$ cat src/rtl/alu_op_sequencer_if.sv
// Command, ALU-decoder and result signal bundle for alu_op_sequencer.
// Purely combinational wiring with no latency of its own.
// Flow control is valid/ready on both the command side and the result side.
interface alu_op_sequencer_if;
  logic       cmd_valid;
  logic       cmd_ready;
  logic [3:0] cmd_a;
  logic [3:0] cmd_b;
  logic [1:0] cmd_op;
  logic [3:0] alu_a;
  logic [3:0] alu_b;
  logic [1:0] alu_s;
  logic [3:0] alu_y0;
  logic [3:0] alu_y1;
  logic [3:0] alu_y2;
  logic [3:0] alu_y3;
  logic       alu_cout;
  logic       alu_sign;
  logic       res_valid;
  logic       res_ready;
  logic [3:0] res_y;
  logic       res_flag;
  logic [1:0] res_op;
  logic       busy;

  // Environment side: issues commands, models the decoder, consumes results.
  modport master (
    output cmd_valid, cmd_a, cmd_b, cmd_op,
    output alu_y0, alu_y1, alu_y2, alu_y3, alu_cout, alu_sign,
    output res_ready,
    input  cmd_ready, alu_a, alu_b, alu_s,
    input  res_valid, res_y, res_flag, res_op, busy
  );

  // Sequencer side.
  modport slave (
    input  cmd_valid, cmd_a, cmd_b, cmd_op,
    input  alu_y0, alu_y1, alu_y2, alu_y3, alu_cout, alu_sign,
    input  res_ready,
    output cmd_ready, alu_a, alu_b, alu_s,
    output res_valid, res_y, res_flag, res_op, busy
  );
endinterface

$ cat src/rtl/alu_op_sequencer.sv
// Generic synchronous FIFO with registered pointers and an occupancy counter.
// Read data is combinational from the head entry; a write is visible one edge later.
// push is ignored while full and pop is ignored while empty; push+pop keeps the count.
module fifo #(
  parameter int WIDTH = 8,
  parameter int DEPTH = 4
) (
  input  logic             clk,
  input  logic             rst,
  input  logic             push,
  input  logic [WIDTH-1:0] wdat,
  input  logic             pop,
  output logic [WIDTH-1:0] rdat,
  output logic             full,
  output logic             empty
);
  localparam int AW = $clog2(DEPTH);

  logic [WIDTH-1:0] mem [DEPTH];
  logic [AW-1:0]    wptr;
  logic [AW-1:0]    rptr;
  logic [AW:0]      cnt;
  logic             push_ok;
  logic             pop_ok;

  assign full    = (cnt == (AW+1)'(DEPTH));
  assign empty   = (cnt == '0);
  assign push_ok = push && !full;
  assign pop_ok  = pop && !empty;
  assign rdat    = mem[rptr];

  // Pointers wrap naturally because DEPTH is a power of two.
  always_ff @(posedge clk or posedge rst) begin
    if (rst) begin
      wptr <= '0;
      rptr <= '0;
      cnt  <= '0;
    end else begin
      if (push_ok) wptr <= wptr + AW'(1);
      if (pop_ok)  rptr <= rptr + AW'(1);
      cnt <= cnt + (AW+1)'(push_ok) - (AW+1)'(pop_ok);
    end
  end

  // Storage needs no reset; entries are only read after being written.
  always_ff @(posedge clk) begin
    if (push_ok) mem[wptr] <= wdat;
  end
endmodule

// Command sequencer for the 4-bit ALU decoder: queue {a,b,op}, drive, settle, capture.
// Push into an idle empty block at edge N: alu_* load at N+1, res_valid high after N+1+SETTLE.
// cmd_ready drops when the queue is full; a held result stalls issue until res_ready.
module alu_op_sequencer #(
  parameter int DEPTH  = 4,
  parameter int SETTLE = 1
) (
  input  logic               clk,
  input  logic               rst,
  alu_op_sequencer_if.slave  bus
);
  typedef struct packed {
    logic [3:0] a;
    logic [3:0] b;
    logic [1:0] op;
  } cmd_t;

  typedef enum logic [1:0] {ST_IDLE, ST_SETTLE, ST_HOLD} state_t;

  state_t     state;
  state_t     nxt;
  logic [3:0] cnt;
  cmd_t       wcmd;
  cmd_t       head;
  logic       fifo_full;
  logic       fifo_empty;
  logic       pop;
  logic       capture;
  logic       release_res;
  logic [3:0] sel_y;
  logic       sel_flag;

  assign wcmd = '{a: bus.cmd_a, b: bus.cmd_b, op: bus.cmd_op};

  fifo #(.WIDTH($bits(cmd_t)), .DEPTH(DEPTH)) u_fifo (
    .clk   (clk),
    .rst   (rst),
    .push  (bus.cmd_valid),
    .wdat  (wcmd),
    .pop   (pop),
    .rdat  (head),
    .full  (fifo_full),
    .empty (fifo_empty)
  );

  assign bus.cmd_ready = !fifo_full;
  assign bus.busy      = (state != ST_IDLE) || !fifo_empty;

  // State register.
  always_ff @(posedge clk or posedge rst) begin
    if (rst) state <= ST_IDLE;
    else     state <= nxt;
  end

  // Next state: a released result chains straight into the next command.
  always_comb begin
    nxt = state;
    case (state)
      ST_IDLE:   if (!fifo_empty) nxt = ST_SETTLE;
      ST_SETTLE: if (capture) nxt = ST_HOLD;
      ST_HOLD:   if (bus.res_ready) nxt = fifo_empty ? ST_IDLE : ST_SETTLE;
      default:   nxt = ST_IDLE;
    endcase
  end

  // Control strobes derived from the current state.
  always_comb begin
    pop         = 1'b0;
    capture     = 1'b0;
    release_res = 1'b0;
    case (state)
      ST_IDLE:   pop = !fifo_empty;
      ST_SETTLE: capture = (cnt == 4'(SETTLE - 1));
      ST_HOLD: begin
        release_res = bus.res_ready;
        pop         = bus.res_ready && !fifo_empty;
      end
      default: ;
    endcase
  end

  // Select the decoder output and flag matching the issued op.
  always_comb begin
    sel_y    = bus.alu_y0;
    sel_flag = 1'b0;
    case (bus.alu_s)
      2'b00: begin sel_y = bus.alu_y0; sel_flag = bus.alu_cout; end
      2'b01: begin sel_y = bus.alu_y1; sel_flag = bus.alu_sign; end
      2'b10: sel_y = bus.alu_y2;
      default: sel_y = bus.alu_y3;
    endcase
  end

  // Issue registers, settle counter and result register.
  always_ff @(posedge clk or posedge rst) begin
    if (rst) begin
      bus.alu_a     <= '0;
      bus.alu_b     <= '0;
      bus.alu_s     <= '0;
      cnt           <= '0;
      bus.res_valid <= 1'b0;
      bus.res_y     <= '0;
      bus.res_flag  <= 1'b0;
      bus.res_op    <= '0;
    end else begin
      if (pop) begin
        bus.alu_a <= head.a;
        bus.alu_b <= head.b;
        bus.alu_s <= head.op;
        cnt       <= '0;
      end else if (state == ST_SETTLE) begin
        cnt <= cnt + 4'd1;
      end
      if (capture) begin
        bus.res_y     <= sel_y;
        bus.res_flag  <= sel_flag;
        bus.res_op    <= bus.alu_s;
        bus.res_valid <= 1'b1;
      end else if (release_res) begin
        bus.res_valid <= 1'b0;
      end
    end
  end
endmodule

$ cat src/flat_wrapper.sv
// flat-port wrapper written by rule: the top's interface ports become plain ports
module alu_op_sequencer_flat 
#(
  parameter int DEPTH  = 4,
  parameter int SETTLE = 1
)
  (clk, rst, bus_cmd_valid, bus_cmd_a, bus_cmd_b, bus_cmd_op, bus_alu_y0, bus_alu_y1, bus_alu_y2, bus_alu_y3, bus_alu_cout, bus_alu_sign, bus_res_ready, bus_cmd_ready, bus_alu_a, bus_alu_b, bus_alu_s, bus_res_valid, bus_res_y, bus_res_flag, bus_res_op, bus_busy);
  alu_op_sequencer_if bus_i ();
  input  logic clk;
  input  logic rst;
  input wire logic [$bits(bus_i.cmd_valid)-1:0] bus_cmd_valid;
  input wire logic [$bits(bus_i.cmd_a)-1:0] bus_cmd_a;
  input wire logic [$bits(bus_i.cmd_b)-1:0] bus_cmd_b;
  input wire logic [$bits(bus_i.cmd_op)-1:0] bus_cmd_op;
  input wire logic [$bits(bus_i.alu_y0)-1:0] bus_alu_y0;
  input wire logic [$bits(bus_i.alu_y1)-1:0] bus_alu_y1;
  input wire logic [$bits(bus_i.alu_y2)-1:0] bus_alu_y2;
  input wire logic [$bits(bus_i.alu_y3)-1:0] bus_alu_y3;
  input wire logic [$bits(bus_i.alu_cout)-1:0] bus_alu_cout;
  input wire logic [$bits(bus_i.alu_sign)-1:0] bus_alu_sign;
  input wire logic [$bits(bus_i.res_ready)-1:0] bus_res_ready;
  output wire logic [$bits(bus_i.cmd_ready)-1:0] bus_cmd_ready;
  output wire logic [$bits(bus_i.alu_a)-1:0] bus_alu_a;
  output wire logic [$bits(bus_i.alu_b)-1:0] bus_alu_b;
  output wire logic [$bits(bus_i.alu_s)-1:0] bus_alu_s;
  output wire logic [$bits(bus_i.res_valid)-1:0] bus_res_valid;
  output wire logic [$bits(bus_i.res_y)-1:0] bus_res_y;
  output wire logic [$bits(bus_i.res_flag)-1:0] bus_res_flag;
  output wire logic [$bits(bus_i.res_op)-1:0] bus_res_op;
  output wire logic [$bits(bus_i.busy)-1:0] bus_busy;
  assign bus_i.cmd_valid = bus_cmd_valid;
  assign bus_i.cmd_a = bus_cmd_a;
  assign bus_i.cmd_b = bus_cmd_b;
  assign bus_i.cmd_op = bus_cmd_op;
  assign bus_i.alu_y0 = bus_alu_y0;
  assign bus_i.alu_y1 = bus_alu_y1;
  assign bus_i.alu_y2 = bus_alu_y2;
  assign bus_i.alu_y3 = bus_alu_y3;
  assign bus_i.alu_cout = bus_alu_cout;
  assign bus_i.alu_sign = bus_alu_sign;
  assign bus_i.res_ready = bus_res_ready;
  assign bus_cmd_ready = bus_i.cmd_ready;
  assign bus_alu_a = bus_i.alu_a;
  assign bus_alu_b = bus_i.alu_b;
  assign bus_alu_s = bus_i.alu_s;
  assign bus_res_valid = bus_i.res_valid;
  assign bus_res_y = bus_i.res_y;
  assign bus_res_flag = bus_i.res_flag;
  assign bus_res_op = bus_i.res_op;
  assign bus_busy = bus_i.busy;
  alu_op_sequencer #(.DEPTH(DEPTH), .SETTLE(SETTLE)) u_core (.clk(clk), .rst(rst), .bus(bus_i));
endmodule
$ cat config.mk
export PLATFORM = sky130hd
export DESIGN_NAME = alu_op_sequencer_flat
export DESIGN_NICKNAME = d
export VERILOG_FILES = /design/src/rtl/alu_op_sequencer_if.sv /design/src/rtl/alu_op_sequencer.sv /design/src/flat_wrapper.sv
export SDC_FILE = /design/constraint.sdc
export NUM_CORES = 1
export LEC_CHECK = 0
export CAP_MARGIN = 25
export CORE_MARGIN = 10
export CORE_UTILIZATION = 50
export CTS_CLUSTER_SIZE = 14
export DETAILED_ROUTE_END_ITERATION = 8
export DONT_BUFFER_PORTS = 1
export HOLD_SLACK_MARGIN = 0.03
export MAX_ROUTING_LAYER = met4
export PLACE_DENSITY = 0.71
export SETUP_SLACK_MARGIN = 0.05
export SYNTH_ARGS = -nofsm -noshare
export SYNTH_HDL_FRONTEND = slang
export SYNTH_SLANG_ARGS = --single-unit
$ cat constraint.sdc
create_clock -name clk -period 4.6 [get_ports clk]
set_input_delay 0.46 -clock clk [delete_from_list [all_inputs] [get_ports clk]]
set_output_delay 0.46 -clock clk [all_outputs]
set_load 0.02 [all_outputs]
==> impl_metrics.ini <==
[run_status]
status = finished clean

[pwr]
leakagePower_nw = 1.25
finalPower_mw = 2.39
ir_drop_mv = 0.332
power-per-cell-area_nw_per_um2 = 731

[clock_network]
numCtsBuffers = 9
postCtsSetupBuffers = 0
clkTransAtPathRegs_ns = 0.08
cts_tree = built
cts-resized-gates = 0
cts_buffer_depth = 2
clock_latency_ns = 0.34
cts.htree.levels = 3
clockRootBuffer = clkbuf_8
hold_buffers = 0
clock-sinks = 71

[sta]
fin_crit_ns = 2.33
max-slew-margin-rel_pct = 47.4
worst_slew_pin_slew_ns = 0.787
skew_ns = 0.0116
rsz0062_at_grt = no
finalMaxSlewViolations = 0
fin_setup_tns_ns = 0
fmax_mhz = 428
setup_viol = 0
fin_crit_sh_pct = 50.7
final_hold_viol_count = 0

[final_layout]
multi_input_area_um2 = 938
final_common_cell = edfxtp_1
num-nets-final = 214
finalNonFillerCells = 253
fill_cells = 447
area_delta_synth_final_pct = 9.16
diodes = 0
final_area_um2 = 3270
seq_area_um2 = 1980
final_cell_mix = 40 x edfxtp_1, 31 x dfrtp_1, 13 x mux2_2, 13 x mux4_2, 10 x inv_1
drive_gt1_share_pct = 30.9

[yosys]
synth_top_area_cell = edfxtp_1
ys.flop_type = edfxtp_1
synth_fp_nets = 208
ys_ff_latch = 71
synth-edff-count = 40
synth_cells = 167
synthTopCellsByArea = edfxtp_1 40%, dfrtp_1 26%, mux4_2 9.8%
syn_area_um2 = 2990
synth_top_area_share_pct = 40.1
syn_area_per_cell_um2 = 17.9
synth_cell_types = 37
ys_async_sr_fraction_pct = 43.7
yosys_warnings = 0
ys_seq_area_share_pct = 66.1

[global_routing]
grt_max_degree = 17
grt_pass1_vias = 1615
grt_use_total_pct = 12.4
grt.overflow.total = 0
grt_pass1_wl_um = 8940
antenna_found_initial = 0

[placement]
io_buffer_count = 0
dp_hpwl_um = 3960
place_area_um2 = 3050
gp_congestion = 0.785
placed_cells = 237

[min_path]
worstHoldPathType = input port to asynchronous set/reset pin

[die]
rows = 28
io_pins = 52
die-width_um = 97.4
start_util_pct = 51.2
dieArea_um2 = 9480
core_area_um2 = 5850
die_y_um = 97.4

[drt]
routed-via-count = 1442
drc_errors = 0
wl_per_cell_um = 21.7
drt-initial-drc-count = 68
ant_nets = 0
via_per_inst = 5.70
first_pass_iters = 4
drt_wl_total_um = 5500

[setup_path]
critPathRequiredTime_ns = 4.82
critPathKind = flop to flop
worstSetupEndpointType = flop
arrival_ns = 2.55
critPathLaunchType = flop
cp_max_fo = 16

[run]
cap_violations = 0
## power by group
group / total, mW / internal [mW] / switching, mW
clock: 0.522 / 0.303 / 0.219
sequential: 1.20 / 0.891 / 0.307
combinational: 0.669 / 0.388 / 0.280
## path summary, 6_finish.rpt
| check | startpoint | endpoint | slack (ns) | cells past startpoint |
|---|---|---|---|---|
| min in group clk | bus_cmd_op[0] | u_core.u_fifo.mem[2][0] | 0.21 | 0 |
| worst min-delay path | rst | u_core.bus.res_y[3] | 0.07 | 1 |
| worst max register to register | u_core.state[1] | u_core.u_fifo.cnt[1] | 2.27 | 6 |
| worst max-delay path | u_core.state[1] | u_core.u_fifo.cnt[1] | 2.27 | 6 |
| max in group asynchronous | rst | u_core.bus.alu_b[3] | 3.86 | 2 |
| worst min register to register | u_core.cnt[3] | u_core.cnt[3] | 0.57 | 2 |
## sequential cells by signal, summed over array words and instances, names as in the netlist, 3 cells and up
signal	cells
u_core.bus.alu_b	4
u_core.bus.alu_a	4
u_core.u_fifo.mem	40
u_core.cnt	4
u_core.bus.res_y	4
u_core.u_fifo.cnt	3
## final cells by class
class / instances / share of cell area (%)
Tap cell: 75 / 2.87
Sequential cell: 71 / 60.5
Multi-Input combinational cell: 80 / 28.7
Clock inverter: 6 / 2.60
Timing Repair Buffer: 1 / 0.230
Inverter: 10 / 1.15
Clock buffer: 10 / 3.91
## critical path: stages (launching register included)
cell and delay, ns:
dfrtp_1 0.42, nor2b_1 0.20, nor3_4 0.62, ha_1 0.38
inv_1 0.06, ha_1 0.15, fa_1 0.40
## cell usage after synthesis (all sizes together) (2+ instances only)
library cell  instances
dfrtp                31
buf                   3
mux4                 14
clkbuf                3
nor3                  2
mux2                 18
inv                  10
nor2                  3
o21ai                 4
ha                    8
nand2b                2
xor2                  4
and3                  4
edfxtp               40
xnor2                 2
nand2                 4
## cell families (layout without fill, tap and decap cells)
group	Yosys count	count (layout)	synth area share [%]
muxes	33	33	18.4
xor gates and xnor gates	6	6	1.76
and+or+nand+nor	24	24	5.56
buffers and inverters	16	27	2.59
adders and majority gates	9	9	4.01
AOI/OAI and AO/OA	8	8	1.63
DFF	71	71	66.1
## per-layer routing
metal	track usage [%]	wire length (µm)
met5	-	0
met3	6.76	641
met1	12.9	2070
met4	5.03	65
met2	19.4	2720
## per-stage QoR
step / hold WS [ns] / setup slack [ns] / util, %
finish: 0.0736 / 2.27 / 55.8
detailed placement: 0.456 / 2.23 / 52.2
global route: 0.118 / 2.10 / 55.8
CTS: 0.0791 / 2.19 / 55.8
floorplan: 0.503 / 2.54 / -
global placement: 0.436 / 2.33 / 52.2
No activity file was read; power rests on OpenSTA's default activity.
==> patch, RTL diff (config.mk and constraints unchanged) <==
`DEPTH` is set to 4 in 3 places; all go to 8.
--- a/src/rtl/alu_op_sequencer.sv
+++ b/src/rtl/alu_op_sequencer.sv
@@ -4,5 +4,5 @@
 module fifo #(
   parameter int WIDTH = 8,
-  parameter int DEPTH = 4
+  parameter int DEPTH = 8
 ) (
   input  logic             clk,
@@ -53,5 +53,5 @@
 // cmd_ready drops when the queue is full; a held result stalls issue until res_ready.
 module alu_op_sequencer #(
-  parameter int DEPTH  = 4,
+  parameter int DEPTH  = 8,
   parameter int SETTLE = 1
 ) (
--- a/src/flat_wrapper.sv
+++ b/src/flat_wrapper.sv
@@ -2,5 +2,5 @@
 module alu_op_sequencer_flat 
 #(
-  parameter int DEPTH  = 4,
+  parameter int DEPTH  = 8,
   parameter int SETTLE = 1
 )
Formal check against the unedited RTL: not equivalent (Yosys sat finds a counterexample within 10 cycles, from zero or initial values and one cycle with rst high).
==> patch against the unedited design <==
- worst setup slack worse by 0.37 ns
- design area is 76% higher
- cell count is 85% higher
- wire length is 70% higher
- power is 78% higher
- clock power grew to 2.7 times the old value
- critical path depth is 6 higher
- sequential cell count is 43 higher
- combinational power is 72% higher
- area after synthesis is 61% higher
- critical path type unchanged
- critical endpoint is now u_core.u_fifo.cnt[2]
- largest power group unchanged
==> patch: results (changes against the unedited design) <==
| Metric | Value |
|---|---|
| CTS H-tree depth | `4 (was 3)` |
| Adder-cell share of the synthesized area | `3.010% (was 4.013%)` |
| Met1 usage | `16.50% (was 12.87%)` |
| Post-DP HPWL | `5.941 mm (was 3.963 mm)` |
| Max reg flops | `80 (was 40)` |
| First-pass GRT wire length | `14.95 mm (was 8.942 mm)` |
| Hold WS | `0.05364 ns (was 0.07357 ns)` |
| Fillers | `687 (was 447)` |
| Proportion of synthesized area in mux cells | `13.00% (was 18.39%)` |
| Wirelength per Cell | `20.03 µm (was 21.74 µm)` |
| Global placement routability congestion | `0.7334 (was 0.7845)` |
| Critical path's slowest cell | `or3_4 (was nor3_4)` |
| Clk network pwr share | `32.8% (was 21.9%)` |
| Worst slew pin tran | `0.9963 ns (was 0.7870 ns)` |
| Synth Area in XOR/XNOR | `1.271% (was 1.756%)` |
| Post-Synthesis Cells | `301 (was 167)` |
| Async set or reset register ratio after synthesis | `29.82% (was 43.66%)` |
| Routed length on met2 | `4.447 mm (was 2.721 mm)` |
| Slowest stage delay, CP | `0.50 ns (was 0.62 ns)` |
| Path depth of the worst reg2reg path | `12 (was 6)` |
| Placed cells | `420 (was 237)` |
| Worst setup margin | `1.894 ns (was 2.266 ns)` |
| Skew final | `0.006739 ns (was 0.01157 ns)` |
| Net Sw Power | `1.398 mW (was 0.8067 mW)` |
| Placed cell area | `4940 µm² (was 3054 µm²)` |
| Tot GR Track Use | `14.25% (was 12.43%)` |
| Comb pwr | `1.15 mW (was 0.669 mW)` |
| R2R Path Start | `u_core.u_fifo.cnt[2] (was u_core.state[1])` |
| Vias | `2626 (was 1442)` |
| M1 wire length | `4.086 mm (was 2.070 mm)` |
| Compound-Gate Fraction of Synth Area | `8.277% (was 1.630%)` |
| Status | `complete, no violations (unchanged)` |
| Reg clk slew, reported paths | `0.05 ns (was 0.08 ns)` |
| Layout Cells excl Fill | `468 (was 253)` |
| Largest net degree at the start of global routing | `43 (was 17)` |
[patch: cell count changes in the layout (fill, tap and decap cells not counted), moves of 6 or more]
cell	delta
mux4_2	-9
mux2_2	+16
buf_4	+6
o22ai_1	+10
o31ai_2	+8
clkbuf_16	+16
clkbuf_8	-6
nor2_1	+7
edfxtp_1	+40
dlygate4sd3_1	+11
a22o_1	+10
o31ai_1	+12
mux2i_1	+20
[patch: layout make-up]
type | count | share of cell area, %
multi-input combinational | 160 | 25.06
tap | 129 | 2.806
timing repair buffer | 21 | 3.698
clock buffer | 19 | 7.679
inverter | 12 | 0.7831
clock inverter | 13 | 3.394
sequential | 114 | 56.58
[patch: worst register-to-register path, delay by kind of cell (launching register included)]
family                   cells  cell delay (ns)
adder cells (fa/ha/maj)      4             0.96
flip-flops                   1             0.32
XOR/XNOR                     1             0.19
AND/OR/NAND/NOR              2             0.65
buffers and inverters        5             0.52
[patch: timing repair]
item                                    in CTS  in global routing
hold buffers                                11                  0
hold endpoints to repair                   114                  0
endpoints found under the setup margin       0                  0
